## config.mk

```make
export PLATFORM = sky130hd
export DESIGN_NAME = coin_dispenser
export DESIGN_NICKNAME = d
export VERILOG_FILES = /design/src/rtl/coin_dispenser.sv
export SDC_FILE = /design/constraint.sdc
export NUM_CORES = 1
export LEC_CHECK = 0
export BUFFER_PORTS_ARGS = -buffer_cell sky130_fd_sc_hd__buf_4
export CORE_ASPECT_RATIO = 1.2
export CORE_MARGIN = 2
export CORE_UTILIZATION = 56
export DETAILED_ROUTE_END_ITERATION = 10
export PLACE_DENSITY = 0.84
export SKIP_CTS_REPAIR_TIMING = 1
export SLEW_MARGIN = 5
export SYNTH_ARGS = -nofsm -noshare
export SYNTH_HDL_FRONTEND = slang
export SYNTH_SLANG_ARGS = --single-unit
```

## constraint.sdc

```tcl
create_clock -name clk -period 2.7 [get_ports clk]
set_input_delay 0.81 -clock clk [delete_from_list [all_inputs] [get_ports clk]]
set_output_delay 0.81 -clock clk [all_outputs]
set_load 0.05 [all_outputs]
```

## src/rtl/coin_dispenser.sv

```systemverilog
// Greedy change dispenser: ejects quarters, dimes, nickels, pennies over a
// four-phase req/ack handshake. Optional ack watchdog: COIN_DISPENSE_TIMEOUT_EN.
//
// state  | meaning
// IDLE   | waiting for start, ready=1
// SELECT | pick largest coin not exceeding remaining
// REQ_HI | coin_req=1, waiting for coin_ack=1
// REQ_LO | coin_req=0, waiting for coin_ack=0
// DONE   | one-cycle done pulse
// FAULT  | ack timeout, held until clr
module coin_dispenser #(
    parameter int AMOUNT_W    = 12,
    parameter int ACK_TIMEOUT = 255
) (
    input  logic                clk,
    input  logic                clr,
    input  logic                start,
    input  logic [AMOUNT_W-1:0] amount,
    output logic                ready,
    output logic [1:0]          coin_sel,
    output logic                coin_req,
    input  logic                coin_ack,
    output logic                done,
    output logic                fault,
    output logic [7:0]          coins_out
);

    localparam logic [2:0] IDLE   = 3'd0;
    localparam logic [2:0] SELECT = 3'd1;
    localparam logic [2:0] REQ_HI = 3'd2;
    localparam logic [2:0] REQ_LO = 3'd3;
    localparam logic [2:0] DONE   = 3'd4;
    localparam logic [2:0] FAULT  = 3'd5;

    logic [2:0]          r_state;
    logic [AMOUNT_W-1:0] r_remaining;
    logic [1:0]          r_coin_sel;
    logic [7:0]          r_coins_out;
    logic [1:0]          w_greedy_sel;
    logic [AMOUNT_W-1:0] w_coin_val;
    logic                w_timeout;

    always_comb begin
        w_greedy_sel = 2'd3;
        if (r_remaining >= AMOUNT_W'(25))
            w_greedy_sel = 2'd0;
        else if (r_remaining >= AMOUNT_W'(10))
            w_greedy_sel = 2'd1;
        else if (r_remaining >= AMOUNT_W'(5))
            w_greedy_sel = 2'd2;
    end

    always_comb begin
        w_coin_val = AMOUNT_W'(1);
        case (r_coin_sel)
            2'd0:    w_coin_val = AMOUNT_W'(25);
            2'd1:    w_coin_val = AMOUNT_W'(10);
            2'd2:    w_coin_val = AMOUNT_W'(5);
            default: w_coin_val = AMOUNT_W'(1);
        endcase
    end

`ifdef COIN_DISPENSE_TIMEOUT_EN
    localparam int CNT_W = $clog2(ACK_TIMEOUT + 1);
    logic [CNT_W-1:0] r_ack_cnt;

    // Down-counter reloaded in SELECT, so every REQ_HI entry starts a fresh window.
    always_ff @(posedge clk or posedge clr) begin
        if (clr)
            r_ack_cnt <= '0;
        else if (r_state == SELECT)
            r_ack_cnt <= CNT_W'(ACK_TIMEOUT - 1);
        else if (r_state == REQ_HI && r_ack_cnt != '0)
            r_ack_cnt <= r_ack_cnt - 1'b1;
    end

    assign w_timeout = (r_ack_cnt == '0);
    assign fault     = (r_state == FAULT);
`else
    logic w_unused_timeout;
    assign w_unused_timeout = (ACK_TIMEOUT != 0);
    assign w_timeout        = 1'b0;
    assign fault            = 1'b0;
`endif

    always_ff @(posedge clk or posedge clr) begin
        if (clr) begin
            r_state     <= IDLE;
            r_remaining <= '0;
            r_coin_sel  <= 2'd0;
            r_coins_out <= 8'd0;
        end else begin
            case (r_state)
                IDLE: begin
                    if (start) begin
                        r_remaining <= amount;
                        r_coins_out <= 8'd0;
                        r_state     <= (amount == '0) ? DONE : SELECT;
                    end
                end
                SELECT: begin
                    r_coin_sel <= w_greedy_sel;
                    r_state    <= REQ_HI;
                end
                REQ_HI: begin
                    if (coin_ack) begin
                        // Greedy choice guarantees w_coin_val <= r_remaining.
                        r_remaining <= r_remaining - w_coin_val;
                        if (r_coins_out != 8'hFF)
                            r_coins_out <= r_coins_out + 8'd1;
                        r_state <= REQ_LO;
                    end else if (w_timeout) begin
                        r_state <= FAULT;
                    end
                end
                REQ_LO: begin
                    if (!coin_ack)
                        r_state <= (r_remaining == '0) ? DONE : SELECT;
                end
                DONE:    r_state <= IDLE;
                FAULT:   r_state <= FAULT;
                default: r_state <= IDLE;
            endcase
        end
    end

    assign ready     = (r_state == IDLE);
    assign coin_req  = (r_state == REQ_HI);
    assign done      = (r_state == DONE);
    assign coin_sel  = r_coin_sel;
    assign coins_out = r_coins_out;

endmodule

```

==> impl_metrics.csv, run 1 <==
group,metric,value,unit
timing,layout_worst_path_cycle_share,88.2,%
floorplanning,ioPinCount,30,
critical_path,cp.arrival,1570,ps
logic_synthesis,synth_warnings,0,
route,wire_per_inst,15.6,um
critical_path,critPathSlowestCell,"dfrtp_1",
route,vias_per_cell,6.17,
pwr,power,1920,uW
global_routing,grt_pass1_wl,7130,um
place,io_buffers,28,
floorplanning,dieArea,0.00357,sq mm
global_routing,grt_use_total,26.7,%
pwr,ir_drop,0.597,mV
flow_run,maxCapViolations,0,
floorplanning,die_h,65.1,um
global_routing,first_global_vias,1599,
clock_tree,cts_buffers,3,
pwr,power_density,956,mW/mm^2
clock_tree,root_buffer,"clkbuf_4",
final_layout,n_antenna_cell,0,
global_routing,grt_max_degree,26,
clock_tree,cts.sinks,25,
timing,finalSetupViolCount,0,
clock_tree,insertion_delay,330,ps
logic_synthesis,synth_cells,208,
critical_path,cp_slowest_stage_delay,540,ps
critical_path,startpoint_type,"register",
critical_path,critical_path_class,"reg2out",
clock_tree,cts_buffer_depth,2,
critical_path,crit_required,1890,ps
logic_synthesis,ys_seq_area_share,35.9,%
logic_synthesis,synth_ff_type,"dfrtp_1",
pwr,leakagePower,0.000907,uW
hold_path,hp-class,"in2async",
logic_synthesis,async_reset_ff_share,100,%
final_layout,nets,257,
clock_tree,cts_tree,"yes",
critical_path,crit_chain,"or3_1 > inv_2 > buf_4",
timing,final-hold-violation-count,0,
outcome,status,"complete, no violations",
place,gp_congestion,0.923,
final_layout,area_delta_synth_final,15.4,%
timing,maxSlewViolCount,0,
floorplanning,start_util,57.5,%
logic_synthesis,netlist_area,0.00174,sq mm
route,vias,1659,
timing,rsz0062_at_grt,"false",
final_layout,post-route-util,66.4,%
route,drt_pass1_iterations,4,
timing,min_period,2380,ps
logic_synthesis,ys_seq_elements,25,
logic_synthesis,syn_area_per_cell,8.37,sq um
clock_tree,clk_pin_slew,150,ps
logic_synthesis,synthDominantAreaCellType,"dfrtp_1",
logic_synthesis,synth_nets,231,
timing,fin_skew,7.08,ps
timing,relSlewSlack,62.0,%
floorplanning,num_rows,22,
critical_path,crit_fanout,14,
logic_synthesis,synth_top_cells_by_area,"dfrtp_1 (36%), ha_1 (4.3%), a21oi_1 (4.0%), nor2_1 (3.7%), nand2_1 (3.4%)",
route,detail-route-antenna-nets,0,
logic_synthesis,synth_top_area_share,35.9,%
floorplanning,core_area,0.00303,sq mm
timing,setup_tns,0,ps
timing,fmax,0.420,GHz
place,hpwl,3190,um
route,drc,0,
clock_tree,htree_levels,1,
logic_synthesis,synth-edff-count,0,
global_routing,antenna_found_initial,0,
final_layout,drive_gt1_share,19.7,%
critical_path,cp-end-kind,"primary output",
timing,worst_slew_pin_slew,566,ps
floorplanning,die_x,54.9,um
route,drt_iter0_markers,68,
route,wl,4190,um
global_routing,grt-ovfl-total,0,
logic_synthesis,synth.distinct_cells,53,
-- state kept, by name (all words and copies together), names as in the netlist --
signal / cells
r_remaining: 12
coin_sel: 2
r_state: 3
coins_out: 8
-- power by group --
part           internal, uW  total [uW]  switching, uW  leakage [uW]
Combinational           444        1090            651      0.000579
Sequential              489         652            163      0.000315
Clock                  56.8         176            120     0.0000139
Total                   990        1920            933      0.000907
-- through the flow --
step	setup WS, ps	instances	hold WS (ps)	area, sq um
after CTS	319	269	511	2010
after detailed placement	450	265	530	1980
after global placement	507	265	522	1980
after floorplan	104	208	498	1740
after global routing	186	269	516	2010
final	317	269	503	2010
-- synthesized netlist by cell type (2+ instances only) --
cell        n
a21oi_1    14
a22oi_1     3
a211oi_1    3
nor3_1      8
nor2b_1     6
nor2_1     17
nand2b_1    3
ha_1        6
a31oi_1     2
clkbuf_1    6
nand3_1     7
nand3b_1    3
o2bb2ai_1   2
nor4_1      3
dfrtp_1    25
inv_1       6
nand4_1     7
o21ai_0    10
and3_1      2
o22a_1      2
and2_1      3
or3_1       3
nand2_1    16
xor2_1      3
buf_2       3
o22ai_1     6
a2bb2oi_1   5
inv_2       3
buf_4       2
o21ai_1     6
-- path summary, 6_finish.rpt --
path	start	to	slack [ps]	cells after the start
hold reg to reg	coins_out[1]	coins_out[1]	560	2
setup reg to reg	coin_sel[1]	r_remaining[10]	370	7
hold / removal	clr	r_remaining[8]	500	3
min in group clk	coins_out[1]	coins_out[1]	560	2
max in group asynchronous	clr	r_remaining[10]	1940	3
setup / recovery	r_state[0]	coin_req	320	3
-- worst max-delay path: cells and delay by family (launching register included) --
family | cells | cell delay [ps]
flip-flops | 1 | 540
buffers and inverters | 2 | 270
AND/OR/NAND/NOR | 1 | 440
-- metal layers --
| metal | track usage [%] | part of all wire [%] | vias up |
|---|---|---|---|
| met5 | 0 | 0 | - |
| met4 | 11.9 | 2.8 | 0 |
| met3 | 2.50 | 4.0 | 11 |
| met2 | 43.3 | 50 | 50 |
| met1 | 35.2 | 43 | 787 |
| li1 | - | - | 811 |
-- area by class of cell --
| class | count | area [sq um] |
|---|---|---|
| multi-input combinational | 161 | 1020 |
| fill | 288 | 1020 |
| sequential | 25 | 626 |
| timing repair buffer | 34 | 255 |
| tap | 36 | 45.0 |
| inverter | 9 | 33.8 |
| clock buffer | 3 | 22.5 |
| clock inverter | 1 | 7.51 |
-- cell families (layout without fill, tap and decap cells) --
kind of cell,after synthesis,in the layout,share of synthesized area [%]
AND/OR/NAND/NOR,87,87,27.4
AO/OA/AOI/OAI,61,61,23.0
flip-flops,25,25,35.9
buffers and inverters,22,47,5.46
adder cells (fa/ha/maj),7,7,5.46
XOR/XNOR,4,4,2.01
other,1,1,0.215
multiplexers,1,1,0.575
-- layout by cell type, fill, tap and decap left out, types with 5 or more instances in the layout --
cell,count
buf_4,34
a21oi_1,14
ha_1,6
o21ai_0,10
nand4_1,7
inv_1,6
o21ai_1,6
nor2b_1,6
nand3_1,7
nand2_1,16
a2bb2oi_1,5
dfrtp_1,25
o22ai_1,6
nor2_1,17
nor3_1,8
Note: power is estimated with default switching activity, not from simulation.
==> inputs of run 2 (changes only) <==
--- a/config.mk
+++ b/config.mk
@@ -8,9 +8,9 @@
 export BUFFER_PORTS_ARGS = -buffer_cell sky130_fd_sc_hd__buf_4
 export CORE_ASPECT_RATIO = 1.2
 export CORE_MARGIN = 2
-export CORE_UTILIZATION = 56
+export CORE_UTILIZATION = 29
 export DETAILED_ROUTE_END_ITERATION = 10
-export PLACE_DENSITY = 0.84
+export PLACE_DENSITY = 0.51
 export SKIP_CTS_REPAIR_TIMING = 1
 export SLEW_MARGIN = 5
 export SYNTH_ARGS = -nofsm -noshare
==> impl_metrics.csv, run 2 (synthesis results as in run 1) <==
group,metric,value,unit
outcome,status,"complete, no violations",
route,vias,1599,
route,drt_iter0_markers,87,
critical_path,critPathSlowestCell,"or3_1",
route,drc,0,
timing,maxSlewViolCount,0,
global_routing,antenna_found_initial,0,
critical_path,crit_required,1890,ps
global_routing,grt_pass1_wl,7680,um
floorplanning,core_area,0.00574,sq mm
place,io_buffers,28,
timing,fin_ws,371,ps
final_layout,n_antenna_cell,0,
route,route.met2.wl,2160,um
hold_path,min_from,"coins_out[1]",
clock_tree,cts_buffers,3,
timing,finalSetupViolCount,0,
place,hpwl,3410,um
global_routing,grt_max_degree,26,
floorplanning,ioPinCount,30,
place,gp_congestion,0.809,
timing,fin_skew,6.46,ps
clock_tree,clk_pin_slew,100,ps
critical_path,reg2reg_slack,440,ps
route,detail-route-antenna-nets,0,
route,drt-met1-wl,2100,um
route,route.met3.wl,182,um
flow_run,maxCapViolations,0,
critical_path,critical_path_class,"reg2out",
route,wire_per_inst,14.4,um
floorplanning,start_util,30.3,%
timing,final-hold-violation-count,0,
route,drt_pass1_iterations,4,
place,dp_worst_setup_slack,436,ps
route,top_layer_used,"met4",
route,wl,4520,um
final_layout,post-route-util,36.4,%
clock_tree,cts.sinks,25,
clock_tree,insertion_delay,280,ps
global_routing,grt-ovfl-total,0,
critical_path,reg2reg_from,"coin_sel[1]",
final_layout,largest_register_ffs,12,
route,vias_per_cell,5.09,
critical_path,cp_slowest_stage_delay,420,ps
final_layout,mostFrequentLayoutCells,"buf_4 (35), dfrtp_1 (25), nor2_1 (17)",
critical_path,cp.arrival,1520,ps
pwr,leakagePower,0.000920,uW
hold_path,hold_end,"coins_out[1]",
global_routing,first_global_vias,1576,
final_layout,area_delta_synth_final,20.1,%
timing,layout_worst_path_cycle_share,86.3,%
timing,min_period,2330,ps
critical_path,crit_fanout,7,
timing,relSlewSlack,62.3,%
critical_path,ff2ff_path_depth,7,
floorplanning,num_rows,30,
timing,setup_tns,0,ps
final_layout,final_common_cell,"buf_4",
timing,rsz0062_at_grt,"false",
final_layout,drive_gt1_share,20.1,%
pwr,ir_drop,0.678,mV
critical_path,regToRegEndpoint,"r_remaining[10]",
floorplanning,die_h,88.9,um
final_layout,nets,258,
hold_path,hp-class,"reg2reg",
clock_tree,cts_tree,"yes",
timing,worst_slew_pin_slew,566,ps
critical_path,startpoint_type,"register",
critical_path,cp-end-kind,"primary output",
floorplanning,dieArea,0.00664,sq mm
final_layout,largest_register,"r_remaining",
clock_tree,root_buffer,"clkbuf_8",
clock_tree,cts_buffer_depth,2,
clock_tree,htree_levels,1,
hold_path,hold_depth,2,
pwr,power_density,958,mW/mm^2
critical_path,crit_chain,"buf_4 > inv_2 > or3_1 > inv_2 > buf_4",
timing,fmax,0.429,GHz
global_routing,grt_use_total,15.2,%
floorplanning,die_x,74.7,um
[run 2: cell types whose count changed in the layout (fill, tap and decap cells not counted)]
cell / before / now
clkbuf_4: 3 / 0
buf_4: 34 / 35
clkbuf_8: 0 / 3
[run 2: how the worst max path moves through the flow]
stage                start         endpoint  cells past startpoint
4_1_cts         r_state[1]         coin_req                      5
3_5_place_dp   coin_sel[1]  r_remaining[10]                      7
2_1_floorplan   r_state[1]             done                      3
5_1_grt         r_state[1]         coin_req                      5
3_3_place_gp   coin_sel[1]  r_remaining[10]                      7
6_report        r_state[1]         coin_req                      5
[run 2: cell type report]
class | count | area (sq um)
Timing Repair Buffer | 35 | 263
Inverter | 9 | 33.8
Multi-Input combinational cell | 161 | 1020
Clock buffer | 3 | 41.3
Clock inverter | 1 | 7.51
Fill cell | 599 | 3650
Tap cell | 80 | 100
Sequential cell | 25 | 626
[run 2: per-layer routing]
layer	GRT usage (%)	vias to the layer above
li1	-	818
met1	20.2	734
met2	25.3	40
met3	2.03	7
met4	5.19	0
met5	0	-
[run 2: metrics by stage]
| stage | cell area (sq um) | cells | hold WS [ps] | total power (uW) |
|---|---|---|---|---|
| 2_1_floorplan | 1740 | 208 | 498 | 1470 |
| 3_3_place_gp | 2040 | 310 | 515 | 1770 |
| 3_5_place_dp | 2040 | 310 | 522 | 1780 |
| 4_1_cts | 2090 | 314 | 547 | 2020 |
| 5_1_grt | 2090 | 314 | 588 | 2200 |
| 6_report | 2090 | 314 | 541 | 2010 |
[run 2: power by group]
group	internal [uW]	leakage, uW	switching [uW]
logic	454	0.000584	684
clock network	105	0.0000217	137
registers	490	0.000315	135
[run 2: worst max-delay path: cells and delay by family (launching register included)]
kind | cells | cell delay [ps]
buf+inv | 4 | 460
flops | 1 | 360
simple gates | 1 | 420
==> inputs of run 3 (changes only) <==
--- a/config.mk
+++ b/config.mk
@@ -6,7 +6,7 @@
 export NUM_CORES = 1
 export LEC_CHECK = 0
 export BUFFER_PORTS_ARGS = -buffer_cell sky130_fd_sc_hd__buf_4
-export CORE_ASPECT_RATIO = 1.2
+export CORE_ASPECT_RATIO = 1.75
 export CORE_MARGIN = 2
 export CORE_UTILIZATION = 29
 export DETAILED_ROUTE_END_ITERATION = 10
==> impl_metrics.csv, run 3 (synthesis results as in run 1) <==
group,metric,value,unit
outcome,status,"complete, no violations",
route,drc,0,
timing,fin_ws,356,ps
critical_path,critical_path_class,"reg2out",
critical_path,crit_chain,"or3_1 > inv_2 > buf_4",
timing,finalSetupViolCount,0,
timing,min_period,2340,ps
critical_path,cp.arrival,1530,ps
global_routing,antenna_found_initial,0,
route,drt_iter0_markers,67,
final_layout,register_area,626,sq um
critical_path,cp_slowest_stage_delay,540,ps
final_layout,n_antenna_cell,0,
route,drt_pass1_iterations,4,
global_routing,grt-ovfl-total,0,
final_layout,largest_register,"r_remaining",
route,wire_per_inst,16.4,um
pwr,ir_drop,0.341,mV
pwr,power_density,972,mW/mm^2
floorplanning,core_area,0.00583,sq mm
clock_tree,clk_pin_slew,100,ps
critical_path,startpoint_type,"register",
route,wl,5100,um
critical_path,crit_fanout,14,
critical_path,critPathSlowestCell,"dfrtp_1",
pwr,power,2010,uW
floorplanning,die_x,62.6,um
timing,layout_worst_path_cycle_share,86.8,%
timing,maxSlewViolCount,0,
place,io_buffers,28,
timing,relSlewSlack,60.4,%
clock_tree,htree_levels,1,
critical_path,crit_required,1890,ps
place,dp_worst_setup_slack,415,ps
route,detail-route-antenna-nets,0,
floorplanning,ioPinCount,30,
timing,setup_tns,0,ps
global_routing,grt_use_total,16.1,%
clock_tree,insertion_delay,280,ps
place,hpwl,3850,um
flow_run,maxCapViolations,0,
timing,fmax,0.427,GHz
floorplanning,start_util,29.9,%
route,vias,1674,
final_layout,multi_input_area,0.00102,sq mm
final_layout,largest_register_ffs,12,
pwr,leakagePower,0.000912,uW
clock_tree,cts_buffer_depth,2,
global_routing,grt_max_degree,26,
clock_tree,cts_tree,"yes",
floorplanning,dieArea,0.00667,sq mm
global_routing,grt_pass1_wl,8380,um
route,vias_per_cell,5.40,
final_layout,area_delta_synth_final,18.9,%
floorplanning,num_rows,37,
critical_path,cp-end-kind,"primary output",
timing,final-hold-violation-count,0,
hold_path,hp-class,"reg2reg",
final_layout,mostFrequentLayoutCells,"buf_4 (33), dfrtp_1 (25), nor2_1 (17)",
global_routing,first_global_vias,1751,
clock_tree,cts.sinks,25,
final_layout,fillers,644,
clock_tree,root_buffer,"clkbuf_8",
timing,fin_skew,4.08,ps
place,gp_congestion,0.829,
final_layout,nets,256,
timing,worst_slew_pin_slew,593,ps
floorplanning,die_h,107,um
final_layout,final_common_cell,"buf_4",
final_layout,drive_gt1_share,19.0,%
timing,rsz0062_at_grt,"false",
clock_tree,cts_buffers,3,
run 3: cell types whose count changed in the layout (fill, tap and decap cells not counted), sizes merged:
cell	before	now
buf	35	33
clkbuf	3	4
clkinvlp	1	0
run 3: worst paths after layout:
check                              from               to  slack, ps  cells after the start
max in group asynchronous           clr  r_remaining[10]       1840                      3
min                        coins_out[2]     coins_out[2]        560                      1
min in group asynchronous           clr     coins_out[1]        590                      3
max reg2reg                 coin_sel[1]  r_remaining[10]        400                      7
min reg2reg                coins_out[2]     coins_out[2]        560                      1
max                          r_state[0]         coin_req        360                      3
run 3: layout make-up:
| type | count | share of cell area (%) |
|---|---|---|
| tap | 78 | 4.71 |
| timing repair buffer | 33 | 12.0 |
| multi-input combinational | 161 | 49.3 |
| sequential | 25 | 30.2 |
| clock buffer | 4 | 2.18 |
| inverter | 9 | 1.63 |
run 3: metrics by stage:
step	cell area [sq um]	utilization, %	std cells	hold slack, ps
final	2070	35.5	310	558
after global routing	2070	35.5	310	577
after CTS	2070	35.5	310	562
after detailed placement	2030	34.7	306	544
after global placement	2030	34.7	306	527
after floorplan	1740	-	208	498
run 3: worst max-delay path, delay by kind of cell, from the launching register on:
| kind | cells | cell delay (ps) |
|---|---|---|
| buffers and inverters | 2 | 290 |
| flip-flops | 1 | 540 |
| AND/OR/NAND/NOR | 1 | 430 |
run 3: report_power, final:
| part | leakage [uW] | internal (uW) | switching (uW) | total [uW] |
|---|---|---|---|---|
| registers | 0.000315 | 489 | 164 | 653 |
| clock network | 0.0000228 | 106 | 135 | 241 |
| logic | 0.000574 | 436 | 681 | 1120 |
| total | 0.000912 | 1030 | 980 | 2010 |
run 3: per-layer routing:
layer  GRT usage (%)  part of all wire [%]
met5               0                     0
met4            5.71                   2.5
met1            16.2                    38
met3            2.43                   3.7
met2            32.4                    56
